## config.mk

```make
export PLATFORM = sky130hd
export DESIGN_NAME = mem_access_unit_flat
export DESIGN_NICKNAME = d
export VERILOG_FILES = /design/src/rtl/mem_access_unit_if.sv /design/src/rtl/mem_access_unit.sv /design/src/flat_wrapper.sv
export SDC_FILE = /design/constraint.sdc
export NUM_CORES = 1
export LEC_CHECK = 0
export ABC_CLOCK_PERIOD_IN_PS = 2100
export BUFFER_PORTS_ARGS = -buffer_cell sky130_fd_sc_hd__buf_2
export CORE_MARGIN = 3
export CORE_UTILIZATION = 41
export DETAILED_ROUTE_END_ITERATION = 8
export HOLD_SLACK_MARGIN = 0.02
export PLACE_DENSITY = 0.71
export SYNTH_ARGS = -nofsm -noshare
export SYNTH_HDL_FRONTEND = slang
export SYNTH_SLANG_ARGS = --single-unit
```

## constraint.sdc

```tcl
create_clock -name clk -period 2.1 [get_ports clk]
set_clock_uncertainty 0.1 [all_clocks]
set_input_delay 0.42 -clock clk [delete_from_list [all_inputs] [get_ports clk]]
set_output_delay 0.42 -clock clk [all_outputs]
set_load 0.02 [all_outputs]
```

## src/rtl/mem_access_unit_if.sv

```systemverilog
// Data-bus request/response types and the pipeline/bus interface of the
// load/store unit. Bus fields are sized for the widest (64-bit) configuration.
package mem_access_unit_pkg;

  typedef struct packed {
    logic        valid;
    logic [63:0] addr;
    logic [2:0]  size;
    logic [7:0]  strobe;
    logic [63:0] data;
  } dbus_req_t;

  typedef struct packed {
    logic        data_ok;
    logic [63:0] data;
  } dbus_resp_t;

endpackage

interface mem_access_unit_if
  import mem_access_unit_pkg::*;
#(
  parameter int DATA_W = 64
);
  logic              op_valid;
  logic              op_ready;
  logic              op_we;
  logic [1:0]        op_size;
  logic              op_unsigned;
  logic [63:0]       op_addr;
  logic [DATA_W-1:0] op_wdata;
  dbus_req_t         dreq;
  dbus_resp_t        dresp;
  logic              done;
  logic [DATA_W-1:0] rdata;
  logic              misalign;

  modport slave (
    input  op_valid, op_we, op_size, op_unsigned, op_addr, op_wdata, dresp,
    output op_ready, dreq, done, rdata, misalign
  );

  modport master (
    output op_valid, op_we, op_size, op_unsigned, op_addr, op_wdata, dresp,
    input  op_ready, dreq, done, rdata, misalign
  );
endinterface

```

## src/rtl/mem_access_unit.sv

```systemverilog
// Load/store unit: accepts one access at a time, drives the data bus until
// data_ok, and returns an extended load result or a misalignment error.
module mem_access_unit
  import mem_access_unit_pkg::*;
#(
  parameter int DATA_W      = 64,
  parameter bit ALIGN_CHECK = 1'b1
) (
  input logic              clk,
  input logic              rst,
  mem_access_unit_if.slave bus
);

  localparam int         NB        = DATA_W / 8;
  localparam int         OFF_W     = $clog2(NB);
  localparam logic [7:0] LANE_MASK = (DATA_W == 64) ? 8'hFF : 8'h0F;

  typedef enum logic [1:0] {
    IDLE,
    BUSY,
    RESP
  } state_t;

  state_t            state_q, state_d;
  logic              we_q, we_d;
  logic [1:0]        size_q, size_d;
  logic              uns_q, uns_d;
  logic [OFF_W-1:0]  off_q, off_d;
  logic              misalign_q, misalign_d;
  logic [DATA_W-1:0] rdata_q, rdata_d;
  dbus_req_t         dreq_q, dreq_d;

  // Request-side lane placement, computed from the op as presented at accept.
  logic [OFF_W-1:0]  op_off;
  logic [3:0]        op_bytes;
  logic [7:0]        op_mask;
  logic [7:0]        strb_sh;
  logic [DATA_W-1:0] wdata_sh;
  logic              op_bad;

  assign op_off   = bus.op_addr[OFF_W-1:0];
  assign op_bytes = 4'd1 << bus.op_size;
  assign op_mask  = 8'((9'd1 << op_bytes) - 9'd1);
  assign strb_sh  = op_mask << op_off;
  assign wdata_sh = bus.op_wdata << {op_off, 3'b000};
  assign op_bad   = (ALIGN_CHECK && ((4'(op_off) & (op_bytes - 4'd1)) != 4'd0))
                 || (DATA_W == 32 && bus.op_size == 2'd3);

  // Load-side: shift the addressed lanes down, then extend from the access size.
  logic [63:0] rd_raw;
  logic [63:0] rd_ext;

  assign rd_raw = 64'(bus.dresp.data[DATA_W-1:0]) >> {off_q, 3'b000};

  always_comb begin
    case (size_q)
      2'd0:    rd_ext = {{56{~uns_q & rd_raw[7]}},  rd_raw[7:0]};
      2'd1:    rd_ext = {{48{~uns_q & rd_raw[15]}}, rd_raw[15:0]};
      2'd2:    rd_ext = {{32{~uns_q & rd_raw[31]}}, rd_raw[31:0]};
      default: rd_ext = rd_raw;
    endcase
  end

  // NOTE: every variable gets its hold value first so no path leaves it unassigned (no latches).
  always_comb begin
    state_d    = state_q;
    we_d       = we_q;
    size_d     = size_q;
    uns_d      = uns_q;
    off_d      = off_q;
    misalign_d = misalign_q;
    rdata_d    = rdata_q;
    dreq_d     = dreq_q;

    case (state_q)
      IDLE: begin
        if (bus.op_valid) begin
          we_d   = bus.op_we;
          size_d = bus.op_size;
          uns_d  = bus.op_unsigned;
          off_d  = op_off;
          if (op_bad) begin
            misalign_d = 1'b1;
            state_d    = RESP;
          end else begin
            state_d       = BUSY;
            dreq_d.valid  = 1'b1;
            dreq_d.addr   = bus.op_addr;
            dreq_d.size   = {1'b0, bus.op_size};
            dreq_d.strobe = bus.op_we ? (strb_sh & LANE_MASK) : 8'd0;
            dreq_d.data   = bus.op_we ? 64'(wdata_sh) : 64'd0;
          end
        end
      end
      BUSY: begin
        if (bus.dresp.data_ok) begin
          dreq_d  = '0;
          rdata_d = we_q ? '0 : rd_ext[DATA_W-1:0];
          state_d = RESP;
        end
      end
      RESP: begin
        state_d    = IDLE;
        misalign_d = 1'b0;
        rdata_d    = '0;
      end
      default: state_d = IDLE;
    endcase
  end

  // NOTE: state registers use non-blocking assignments so all flops update together at the edge.
  always_ff @(posedge clk or negedge rst) begin
    if (!rst) begin
      state_q    <= IDLE;
      we_q       <= 1'b0;
      size_q     <= 2'd0;
      uns_q      <= 1'b0;
      off_q      <= '0;
      misalign_q <= 1'b0;
      rdata_q    <= '0;
      dreq_q     <= '0;
    end else begin
      state_q    <= state_d;
      we_q       <= we_d;
      size_q     <= size_d;
      uns_q      <= uns_d;
      off_q      <= off_d;
      misalign_q <= misalign_d;
      rdata_q    <= rdata_d;
      dreq_q     <= dreq_d;
    end
  end

  assign bus.op_ready = (state_q == IDLE);
  assign bus.dreq     = dreq_q;
  assign bus.done     = (state_q == RESP);
  assign bus.rdata    = rdata_q;
  assign bus.misalign = misalign_q;

endmodule

```

## src/flat_wrapper.sv

```systemverilog
// flat-port wrapper written by rule: the top's interface ports become plain ports
module mem_access_unit_flat import mem_access_unit_pkg::*;
#(
  parameter int DATA_W      = 64,
  parameter bit ALIGN_CHECK = 1'b1
)
  (clk, rst, bus_op_valid, bus_op_we, bus_op_size, bus_op_unsigned, bus_op_addr, bus_op_wdata, bus_dresp, bus_op_ready, bus_dreq, bus_done, bus_rdata, bus_misalign);
  mem_access_unit_if #(.DATA_W(DATA_W)) bus_i ();
  input logic clk;
  input logic rst;
  input wire logic [$bits(bus_i.op_valid)-1:0] bus_op_valid;
  input wire logic [$bits(bus_i.op_we)-1:0] bus_op_we;
  input wire logic [$bits(bus_i.op_size)-1:0] bus_op_size;
  input wire logic [$bits(bus_i.op_unsigned)-1:0] bus_op_unsigned;
  input wire logic [$bits(bus_i.op_addr)-1:0] bus_op_addr;
  input wire logic [$bits(bus_i.op_wdata)-1:0] bus_op_wdata;
  input wire logic [$bits(bus_i.dresp)-1:0] bus_dresp;
  output wire logic [$bits(bus_i.op_ready)-1:0] bus_op_ready;
  output wire logic [$bits(bus_i.dreq)-1:0] bus_dreq;
  output wire logic [$bits(bus_i.done)-1:0] bus_done;
  output wire logic [$bits(bus_i.rdata)-1:0] bus_rdata;
  output wire logic [$bits(bus_i.misalign)-1:0] bus_misalign;
  assign bus_i.op_valid = bus_op_valid;
  assign bus_i.op_we = bus_op_we;
  assign bus_i.op_size = bus_op_size;
  assign bus_i.op_unsigned = bus_op_unsigned;
  assign bus_i.op_addr = bus_op_addr;
  assign bus_i.op_wdata = bus_op_wdata;
  assign bus_i.dresp = bus_dresp;
  assign bus_op_ready = bus_i.op_ready;
  assign bus_dreq = bus_i.dreq;
  assign bus_done = bus_i.done;
  assign bus_rdata = bus_i.rdata;
  assign bus_misalign = bus_i.misalign;
  mem_access_unit #(.DATA_W(DATA_W), .ALIGN_CHECK(ALIGN_CHECK)) u_core (.clk(clk), .rst(rst), .bus(bus_i));
endmodule
```

==> impl_results.html, run 1 <==
<table>
<tr><th>Metric</th><th>Value</th></tr>
<tr><th colspan="2">Global routing</th></tr>
<tr><td>GRT Residual Overflow</td><td>0</td></tr>
<tr><td>Number of global-route vias before repair</td><td>10700</td></tr>
<tr><td>Number of antenna violations at the first check in global routing</td><td>4</td></tr>
<tr><td>First-pass GRT wire length</td><td>62500 microns</td></tr>
<tr><td>Pin count of the biggest net entering global routing</td><td>80</td></tr>
<tr><td>All-layer global routing usage</td><td>27.4%</td></tr>
<tr><th colspan="2">Route</th></tr>
<tr><td>Antenna violation net count after detailed routing</td><td>0</td></tr>
<tr><td>Routed met1 length</td><td>16500 microns</td></tr>
<tr><td>Detailed Routing Iterations Pass 1</td><td>5</td></tr>
<tr><td>Total via count in the routed design</td><td>10900</td></tr>
<tr><td>Detailed-route wire length</td><td>41700 microns</td></tr>
<tr><td>Remaining design rule violation count</td><td>0</td></tr>
<tr><td>DR WL met3</td><td>3780 microns</td></tr>
<tr><td>Top Metal Used</td><td>met5</td></tr>
<tr><td>Starting DRC count in detailed routing</td><td>998</td></tr>
<tr><td>Avg Vias per Cell</td><td>5.74</td></tr>
<tr><td>Routed wire length on met2</td><td>19900 microns</td></tr>
<tr><td>Routed wire length per instance</td><td>22.0 microns</td></tr>
<tr><th colspan="2">STA</th></tr>
<tr><td>Clock period minus worst slack</td><td>2.17 ns</td></tr>
<tr><td>Unrepaired setup endpoints after global routing</td><td>true</td></tr>
<tr><td>Count of final max-slew check failures</td><td>0</td></tr>
<tr><td>Final worst setup slack</td><td>-0.0704 ns</td></tr>
<tr><td>Setup TNS after final layout</td><td>-1.38 ns</td></tr>
<tr><td>Setup violation total in the final timing report</td><td>46</td></tr>
<tr><td>Slew at the pin closest to its max-slew limit</td><td>0.536 ns</td></tr>
<tr><td>Hold Violations, Final</td><td>0</td></tr>
<tr><td>Portion of the clock cycle consumed by the worst path in the final layout</td><td>103%</td></tr>
<tr><td>Relative max-transition margin</td><td>64.3%</td></tr>
<tr><td>Max Clk Rate</td><td>461 MHz</td></tr>
<tr><th colspan="2">Place</th></tr>
<tr><td>Final weighted congestion in routability-driven placement</td><td>0.953</td></tr>
<tr><td>Placement Cell Area</td><td>0.0139 sq mm</td></tr>
<tr><td># placed instances</td><td>1786</td></tr>
<tr><td>Port Buffer Count</td><td>405</td></tr>
<tr><td>Detailed placement HPWL</td><td>29700 microns</td></tr>
<tr><th colspan="2">Power</th></tr>
<tr><td>Maximum vdd ir drop</td><td>0.754 mV</td></tr>
<tr><td>Total leakage power</td><td>7.94 nW</td></tr>
<tr><td>Design Power</td><td>0.0175 W</td></tr>
<tr><td>Cell area power density</td><td>1120 mW/mm^2</td></tr>
<tr><th colspan="2">Floorplan</th></tr>
<tr><td>Core Region</td><td>0.0262 sq mm</td></tr>
<tr><td>Vertical extent of the die</td><td>170 microns</td></tr>
<tr><td>Horiz. Die Dim</td><td>170 microns</td></tr>
<tr><td>Initial Util</td><td>42.0%</td></tr>
<tr><td>Die area</td><td>0.0288 sq mm</td></tr>
<tr><td>Placement row count</td><td>59</td></tr>
<tr><td>I/O pin cnt</td><td>407</td></tr>
<tr><th colspan="2">Setup path</th></tr>
<tr><td>Register-to-register setup slack</td><td>-0.07 ns</td></tr>
<tr><td>Category of the worst setup path capture point</td><td>register</td></tr>
<tr><td>Max Fanout on Critical Path</td><td>6</td></tr>
<tr><td>Crit path DAT</td><td>2.45 ns</td></tr>
<tr><td>CP max-delay cell</td><td>mux4_2</td></tr>
<tr><td>R2R cell count</td><td>6</td></tr>
<tr><td>Chain of cells forming the critical path</td><td>mux2_4, mux4_2, nand3_2, o211a_4, clkbuf_16, o31ai_1</td></tr>
<tr><td>R2R Path End</td><td>u_core.bus.rdata[62]</td></tr>
<tr><td>Slowest stage delay, CP</td><td>0.53 ns</td></tr>
<tr><td>Endpoint required time on the critical path</td><td>2.38 ns</td></tr>
<tr><td>Critical path start-end classification</td><td>reg2reg</td></tr>
<tr><td>Beginning of the worst register-to-register path</td><td>u_core.off_q[2]</td></tr>
<tr><td>Startpoint Class</td><td>register</td></tr>
<tr><th colspan="2">Synthesis</th></tr>
<tr><td>Total standard cell area after synthesis</td><td>0.0110 sq mm</td></tr>
<tr><td>Synth top area share</td><td>48.4%</td></tr>
<tr><td>Yosys warnings</td><td>0</td></tr>
<tr><td>Biggest area contributors in the synthesized netlist</td><td>dfrtp_1, a22o_1, mux2i_1, nand2_1, mux2_2</td></tr>
<tr><td>Gate count of the mapped netlist</td><td>1052</td></tr>
<tr><td>Average footprint of a synthesized cell</td><td>10.5 sq um</td></tr>
<tr><td>Count of distinct cell types in the synthesized netlist</td><td>57</td></tr>
<tr><td>Most area-hungry cell type in the Yosys netlist</td><td>dfrtp_1</td></tr>
<tr><td>Syn Nets</td><td>1252</td></tr>
<tr><td>Sequential area share after synthesis</td><td>48.4%</td></tr>
<tr><td>Synthesized flop and latch total</td><td>213</td></tr>
<tr><th colspan="2">Min path</th></tr>
<tr><td>Min-Delay Endpoint</td><td>u_core.bus.dreq[102]</td></tr>
<tr><td>Hold path startpoint</td><td>bus_op_addr[27]</td></tr>
<tr><td>Cell depth of the worst min-delay path</td><td>2</td></tr>
<tr><td>Hold/Removal Path Class</td><td>in2reg</td></tr>
<tr><th colspan="2">Clock tree</th></tr>
<tr><td>Number of CTS-inserted buffers</td><td>25</td></tr>
<tr><td>Buffers from clock root to sink, at most</td><td>3</td></tr>
<tr><td>Later-pin clock latency in the skew report</td><td>0.52 ns</td></tr>
<tr><td>CTS H-tree depth</td><td>1</td></tr>
<tr><td>TritonCTS clock tree</td><td>done</td></tr>
<tr><td>Reg clk slew, reported paths</td><td>0.06 ns</td></tr>
<tr><td>Total clock sinks</td><td>213</td></tr>
<tr><td>Buffer cell driving the clock tree root</td><td>clkbuf_16</td></tr>
<tr><th colspan="2">Cells and area</th></tr>
<tr><td>Layout cell share with drive strength beyond 1</td><td>42.2%</td></tr>
<tr><td>Area Overhead vs Synth</td><td>42.5%</td></tr>
<tr><td>Number of cells in the finished layout apart from fillers</td><td>1896</td></tr>
<tr><td>NumNets Final</td><td>1744</td></tr>
<tr><td>Final Instance Area</td><td>0.0157 sq mm</td></tr>
<tr><th colspan="2">Run status</th></tr>
<tr><td>Status</td><td>finished, violations left</td></tr>
<tr><td>Violated checks</td><td>setup timing</td></tr>
<tr><th colspan="2">Job</th></tr>
<tr><td>Max-cap violations</td><td>0</td></tr>
</table>
[cell usage after synthesis, drive strengths merged]
library cell,number
dfrtp,213
nand2,133
o21ai,97
a22o,87
nor2,79
mux2i,69
a21oi,58
clkbuf,55
mux2,45
buf,41
a221o,23
mux4,21
o221ai,18
o31ai,17
inv,12
a211oi,9
o22ai,9
o211ai,7
o32ai,7
a2bb2oi,6
nor2b,5
a21o,4
nand2b,4
nand3,4
nand3b,3
or2,3
a211o,2
nor3,2
nor3b,2
o2111ai,2
o211a,2
o21a,2
a31o,1
a32oi,1
and2,1
and2b,1
and3,1
and3b,1
clkinv,1
conb,1
o21bai,1
o22a,1
o2bb2ai,1
[through the flow]
stage	utilization [%]	worst slack, ns	hold WS (ns)
global placement	53.2	-0.0722	0.253
detailed placement	53.2	-0.138	0.251
finish	59.9	-0.0704	0.0344
CTS	58.7	-0.0469	0.0202
global route	59.9	-0.105	0.0219
floorplan	-	0.00585	0.0244
[cells in the final DEF, fill, tap and decap left out, drive strengths merged, types with 45 or more instances in the layout]
master       count
mux2i           69
dfrtp          213
dlygate4sd3     56
mux2            45
a21oi           59
o21ai           97
nand2          133
a22o            87
nor2            79
buf            500
[what timing repair did]
action                     CTS  global route
setup buffers                0             4
gates resized for setup     20            50
hold endpoints to repair    95             0
pin swaps                    2            15
setup endpoints to repair   47            66
cloned                       1             5
hold buffers                56             0
[sequential cells by signal (all words and copies together), names as in the netlist]
name and count:
u_core.size_q 2, u_core.off_q 3, u_core.bus.dreq 139, u_core.we_q 1
u_core.bus.misalign 1, u_core.bus.rdata 64, u_core.state_q 2, u_core.uns_q 1
[power by group]
group / internal (W) / leakage [nW] / switching (W)
combinational: 0.00323 / 4.72 / 0.00437
clock: 0.00244 / 0.379 / 0.00175
sequential: 0.00507 / 2.84 / 0.000649
total: 0.0107 / 7.94 / 0.00677
[critical path: cells and delay by family (launching register included)]
family	cells	cell delay [ns]
muxes	2	0.85
DFF	1	0.45
AOI/OAI and AO/OA	2	0.33
and+or+nand+nor	1	0.12
buffers and inverters	1	0.19
[layer usage]
layer  GRT usage, %  vias to the layer above
met5              0                        -
met4           9.60                        4
met3           6.23                       93
met2           45.0                      624
met1           36.0                     5281
li1               -                     4879
[logic make-up (layout without fill, tap and decap cells)]
| kind of cell | after synthesis | count (layout) | share of synthesized area [%] |
|---|---|---|---|
| other | 1 | 3 | 0.0341 |
| DFF | 213 | 213 | 48.4 |
| AOI/OAI and AO/OA | 355 | 356 | 23.0 |
| buffers and inverters | 109 | 615 | 4.39 |
| and+or+nand+nor | 239 | 239 | 8.93 |
| muxes | 135 | 135 | 15.2 |
[area by class of cell]
class                      count  area, sq um
fill                        2161        10500
multi-input combinational    731         5430
sequential                   213         5340
timing repair buffer         560         3660
clock buffer                  32          692
tap                          335          419
clock inverter                10         86.3
inverter                      13         48.8
antenna                        2         5.00
[worst max path at each step]
| stage | end | slack [ns] | cells after the start | start |
|---|---|---|---|---|
| after CTS | u_core.bus.rdata[25] | -0.05 | 6 | u_core.off_q[2] |
| final | u_core.bus.rdata[62] | -0.07 | 6 | u_core.off_q[2] |
| after floorplan | u_core.bus.rdata[1] | 0.006 | 8 | u_core.off_q[0] |
| after global placement | u_core.bus.rdata[11] | -0.07 | 6 | u_core.off_q[0] |
| after detailed placement | u_core.bus.rdata[61] | -0.14 | 7 | u_core.off_q[2] |
| after global routing | u_core.bus.rdata[59] | -0.11 | 7 | u_core.off_q[2] |
Power figures use the tool's default switching activity.
==> inputs of run 2 (changes only) <==
ABC_AREA = 1   (was not set)
PLACE_DENSITY = 0.7   (was 0.71)
==> impl_results.html, run 2 <==
<table>
<tr><th>Metric</th><th>Value</th></tr>
<tr><th colspan="2">Synthesis</th></tr>
<tr><td>Synthesized flop and latch total</td><td>213 (unchanged)</td></tr>
<tr><td>Most area-hungry cell type in the Yosys netlist</td><td>dfrtp_1</td></tr>
<tr><td>Biggest area contributors in the synthesized netlist</td><td>dfrtp_1, nand2_1, nand3_1, o21ai_0, a21oi_1</td></tr>
<tr><td>Average footprint of a synthesized cell</td><td>6.94 sq um (-34%)</td></tr>
<tr><td>Leading post-synthesis cells by instance count</td><td>nand2_1, dfrtp_1, nand3_1</td></tr>
<tr><td>Yosys warnings</td><td>0 (unchanged)</td></tr>
<tr><td>Total standard cell area after synthesis</td><td>0.0120 sq mm (+8.7%)</td></tr>
<tr><td>Syn Nets</td><td>1923 (+54%)</td></tr>
<tr><td>Count of distinct cell types in the synthesized netlist</td><td>34 (-40%)</td></tr>
<tr><td>Number of enable flip-flop cells after synthesis</td><td>0 (unchanged)</td></tr>
<tr><td>FFs w/ async S/R, synth</td><td>100% (unchanged)</td></tr>
<tr><td>Sequential area share after synthesis</td><td>44.5% (-3.9 points)</td></tr>
<tr><td>Gate count of the mapped netlist</td><td>1723 (+64%)</td></tr>
<tr><td>Prevailing post-synth register cell</td><td>dfrtp_1</td></tr>
<tr><td>Synth top area share</td><td>44.5% (-3.9 points)</td></tr>
<tr><td>Top-count cell post-synth</td><td>nand2_1</td></tr>
<tr><th colspan="2">Clock tree</th></tr>
<tr><td>TritonCTS clock tree</td><td>done</td></tr>
<tr><td>Buffers from clock root to sink, at most</td><td>3 (unchanged)</td></tr>
<tr><td>CTS H-tree depth</td><td>1 (unchanged)</td></tr>
<tr><td>Number of CTS-inserted buffers</td><td>25 (unchanged)</td></tr>
<tr><td>Total clock sinks</td><td>213 (unchanged)</td></tr>
<tr><td>Buffer cell driving the clock tree root</td><td>clkbuf_16</td></tr>
<tr><td>Reg clk slew, reported paths</td><td>0.06 ns (about the same)</td></tr>
<tr><td>Later-pin clock latency in the skew report</td><td>0.54 ns (+0.02 ns)</td></tr>
<tr><th colspan="2">Cells and area</th></tr>
<tr><td>Final Instance Area</td><td>0.0162 sq mm (+3.2%)</td></tr>
<tr><td>NumNets Final</td><td>2361 (+35%)</td></tr>
<tr><td>Most common cell after layout, fill and taps aside</td><td>nand2_1</td></tr>
<tr><td>Layout cell share with drive strength beyond 1</td><td>25.1% (-17 points)</td></tr>
<tr><td>Final standard cell utilization of the core</td><td>57.3% (-2.5 points)</td></tr>
<tr><td>Top library cells by usage in the layout, fill and taps aside</td><td>nand2_1, buf_2, dfrtp_1</td></tr>
<tr><td>Largest register FFs</td><td>139 (unchanged)</td></tr>
<tr><td>Area Overhead vs Synth</td><td>35.3%</td></tr>
<tr><th colspan="2">Route</th></tr>
<tr><td>Routed wire length per instance</td><td>18.4 microns (-16%)</td></tr>
<tr><td>Detailed Routing Iterations Pass 1</td><td>7 (+2)</td></tr>
<tr><td>Starting DRC count in detailed routing</td><td>1390 (+39%)</td></tr>
<tr><td>Antenna violation net count after detailed routing</td><td>0 (unchanged)</td></tr>
<tr><td>Detailed-route wire length</td><td>47300 microns (+13%)</td></tr>
<tr><td>Remaining design rule violation count</td><td>0 (unchanged)</td></tr>
<tr><td>Total via count in the routed design</td><td>13500 (+24%)</td></tr>
<tr><td>Avg Vias per Cell</td><td>5.26 (-8.3%)</td></tr>
<tr><th colspan="2">Setup path</th></tr>
<tr><td>CP Buf/Inv Count</td><td>1 (unchanged)</td></tr>
<tr><td>Endpoint required time on the critical path</td><td>1.58 ns (-0.80 ns)</td></tr>
<tr><td>Startpoint Class</td><td>register</td></tr>
<tr><td>Slowest stage delay, CP</td><td>0.46 ns (-0.07 ns)</td></tr>
<tr><td>Crit path DAT</td><td>1.48 ns (-0.97 ns)</td></tr>
<tr><td>Dominant delay contributor by cell family on the critical path</td><td>flip-flops</td></tr>
<tr><td>Critical path start-end classification</td><td>reg2out</td></tr>
<tr><td>Category of the worst setup path capture point</td><td>primary output</td></tr>
<tr><td>Chain of cells forming the critical path</td><td>nor2_2, buf_2</td></tr>
<tr><td>CP max-delay cell</td><td>dfrtp_1</td></tr>
<tr><td>Max Fanout on Critical Path</td><td>5 (-1)</td></tr>
<tr><th colspan="2">Place</th></tr>
<tr><td>Post-placement worst setup slack</td><td>0.0491 ns (+0.187 ns)</td></tr>
<tr><td>Placement Cell Area</td><td>0.0147 sq mm (+5.4%)</td></tr>
<tr><td>Final weighted congestion in routability-driven placement</td><td>0.972 (+2.0%)</td></tr>
<tr><td>Detailed placement HPWL</td><td>34500 microns (+16%)</td></tr>
<tr><td>Port Buffer Count</td><td>405 (unchanged)</td></tr>
<tr><th colspan="2">Global routing</th></tr>
<tr><td>GRT Residual Overflow</td><td>0 (unchanged)</td></tr>
<tr><td>Number of antenna violations at the first check in global routing</td><td>8 (+4)</td></tr>
<tr><td>All-layer global routing usage</td><td>29.2% (+1.8 points)</td></tr>
<tr><td>Pin count of the biggest net entering global routing</td><td>65 (-19%)</td></tr>
<tr><td>Number of global-route vias before repair</td><td>12900 (+20%)</td></tr>
<tr><td>First-pass GRT wire length</td><td>72300 microns (+16%)</td></tr>
<tr><th colspan="2">Power</th></tr>
<tr><td>Cell area power density</td><td>1450 mW/mm^2 (+29%)</td></tr>
<tr><td>Maximum vdd ir drop</td><td>0.749 mV (-0.59%)</td></tr>
<tr><td>Total leakage power</td><td>9.27 nW (+17%)</td></tr>
<tr><td>Design Power</td><td>0.0234 W (+34%)</td></tr>
<tr><th colspan="2">STA</th></tr>
<tr><td>Unrepaired setup endpoints after global routing</td><td>false</td></tr>
<tr><td>Portion of the clock cycle consumed by the worst path in the final layout</td><td>95.1% (-8.3 points)</td></tr>
<tr><td>Clock period minus worst slack</td><td>2.00 ns (-0.174 ns)</td></tr>
<tr><td>Hold Violations, Final</td><td>0 (unchanged)</td></tr>
<tr><td>Slew at the pin closest to its max-slew limit</td><td>0.519 ns (-0.0162 ns)</td></tr>
<tr><td>Max Clk Rate</td><td>501 MHz (+8.7%)</td></tr>
<tr><td>Final worst setup slack</td><td>0.103 ns (+0.174 ns)</td></tr>
<tr><td>Setup TNS after final layout</td><td>0 ns (+1.38 ns)</td></tr>
<tr><td>Setup violation total in the final timing report</td><td>0 (-100%)</td></tr>
<tr><td>Count of final max-slew check failures</td><td>0 (unchanged)</td></tr>
<tr><td>Relative max-transition margin</td><td>65.0% (+0.76 points)</td></tr>
<tr><th colspan="2">Run status</th></tr>
<tr><td>Status</td><td>completed</td></tr>
<tr><th colspan="2">Floorplan</th></tr>
<tr><td>Placement row count</td><td>61 (+3.4%)</td></tr>
<tr><td>Core Region</td><td>0.0282 sq mm (+7.8%)</td></tr>
<tr><td>Die area</td><td>0.0313 sq mm (+8.4%)</td></tr>
<tr><td>Initial Util</td><td>42.4% (+0.38 points)</td></tr>
<tr><td>Vertical extent of the die</td><td>177 microns (+4.1%)</td></tr>
<tr><td>Horiz. Die Dim</td><td>177 microns (+4.1%)</td></tr>
<tr><td>I/O pin cnt</td><td>407 (unchanged)</td></tr>
<tr><th colspan="2">Job</th></tr>
<tr><td>Max-cap violations</td><td>0 (unchanged)</td></tr>
<tr><th colspan="2">Min path</th></tr>
<tr><td>Hold/Removal Path Class</td><td>in2reg</td></tr>
</table>
[run 2: cell count changes after synthesis, sizes merged, moves of 21 or more]
cell,change
o21ai,+69
nand3,+152
a221o,-23
nand2,+723
inv,+25
buf,+38
nor2,-33
mux2,-45
mux2i,-48
a22o,-86
mux4,-21
[run 2: per-stage QoR]
stage               cells  hold WS [ns]
finish               2563        0.0697
floorplan            1723        0.0244
global placement     2449         0.277
global route         2559        0.0715
detailed placement   2449         0.275
CTS                  2558        0.0530
[run 2: path summary, 6_finish.rpt]
path | slack [ns] | depth (start not counted) | to | start
worst max-delay path | 0.10 | 2 | bus_op_ready | u_core.state_q[0]
worst min-delay path | 0.07 | 3 | u_core.bus.dreq[0] | bus_op_wdata[0]
worst max register to register | 0.12 | 9 | u_core.bus.rdata[41] | u_core.off_q[0]
worst min register to register | 0.37 | 2 | u_core.bus.dreq[119] | u_core.bus.dreq[119]
max in group asynchronous | 0.95 | 3 | u_core.bus.dreq[127] | rst
min in group asynchronous | 0.31 | 2 | u_core.bus.rdata[32] | rst
[run 2: what timing repair did]
item,in CTS,in global routing
setup endpoints to repair,1,7
endpoints found under the hold margin,111,0
hold buffers,63,0
gates resized for setup,1,4
pin swaps,0,0
buffers inserted,0,0
[run 2: cell type report]
cell class,count,area (sq um)
Tap cell,378,473
Inverter,38,145
Clock buffer,33,676
Timing Repair Buffer,534,3490
Clock inverter,13,161
Antenna cell,5,12.5
Sequential cell,213,5330
Multi-Input combinational cell,1349,5910
Fill cell,2674,12000
[run 2: where the power goes]
group / internal [W] / total, W / switching (W)
clock: 0.00265 / 0.00446 / 0.00180
combinational: 0.00398 / 0.0123 / 0.00830
sequential: 0.00565 / 0.00667 / 0.00102
total: 0.0123 / 0.0234 / 0.0111
[run 2: logic make-up after synthesis]
| group | after synthesis | share of synthesized area (%) |
|---|---|---|
| flops | 213 | 44.5 |
| compound gates | 254 | 11.3 |
| buf+inv | 161 | 6.30 |
| other cells | 1 | 0.0313 |
| mux | 21 | 1.76 |
| simple gates | 1073 | 36.0 |
[run 2: tightest hold or removal path: cells and delay by family]
| kind | cells | cell delay, ns |
|---|---|---|
| AND/OR/NAND/NOR | 2 | 0.12 |
| buffers and inverters | 1 | 0.13 |
[run 2: routing by layer]
layer,part of all wire (%),global-route usage (%),routed length (microns)
met5,0.19,0,91
met4,5.2,13.6,2460
met3,9.0,6.69,4240
met2,48,49.2,22600
met1,38,35.6,17900
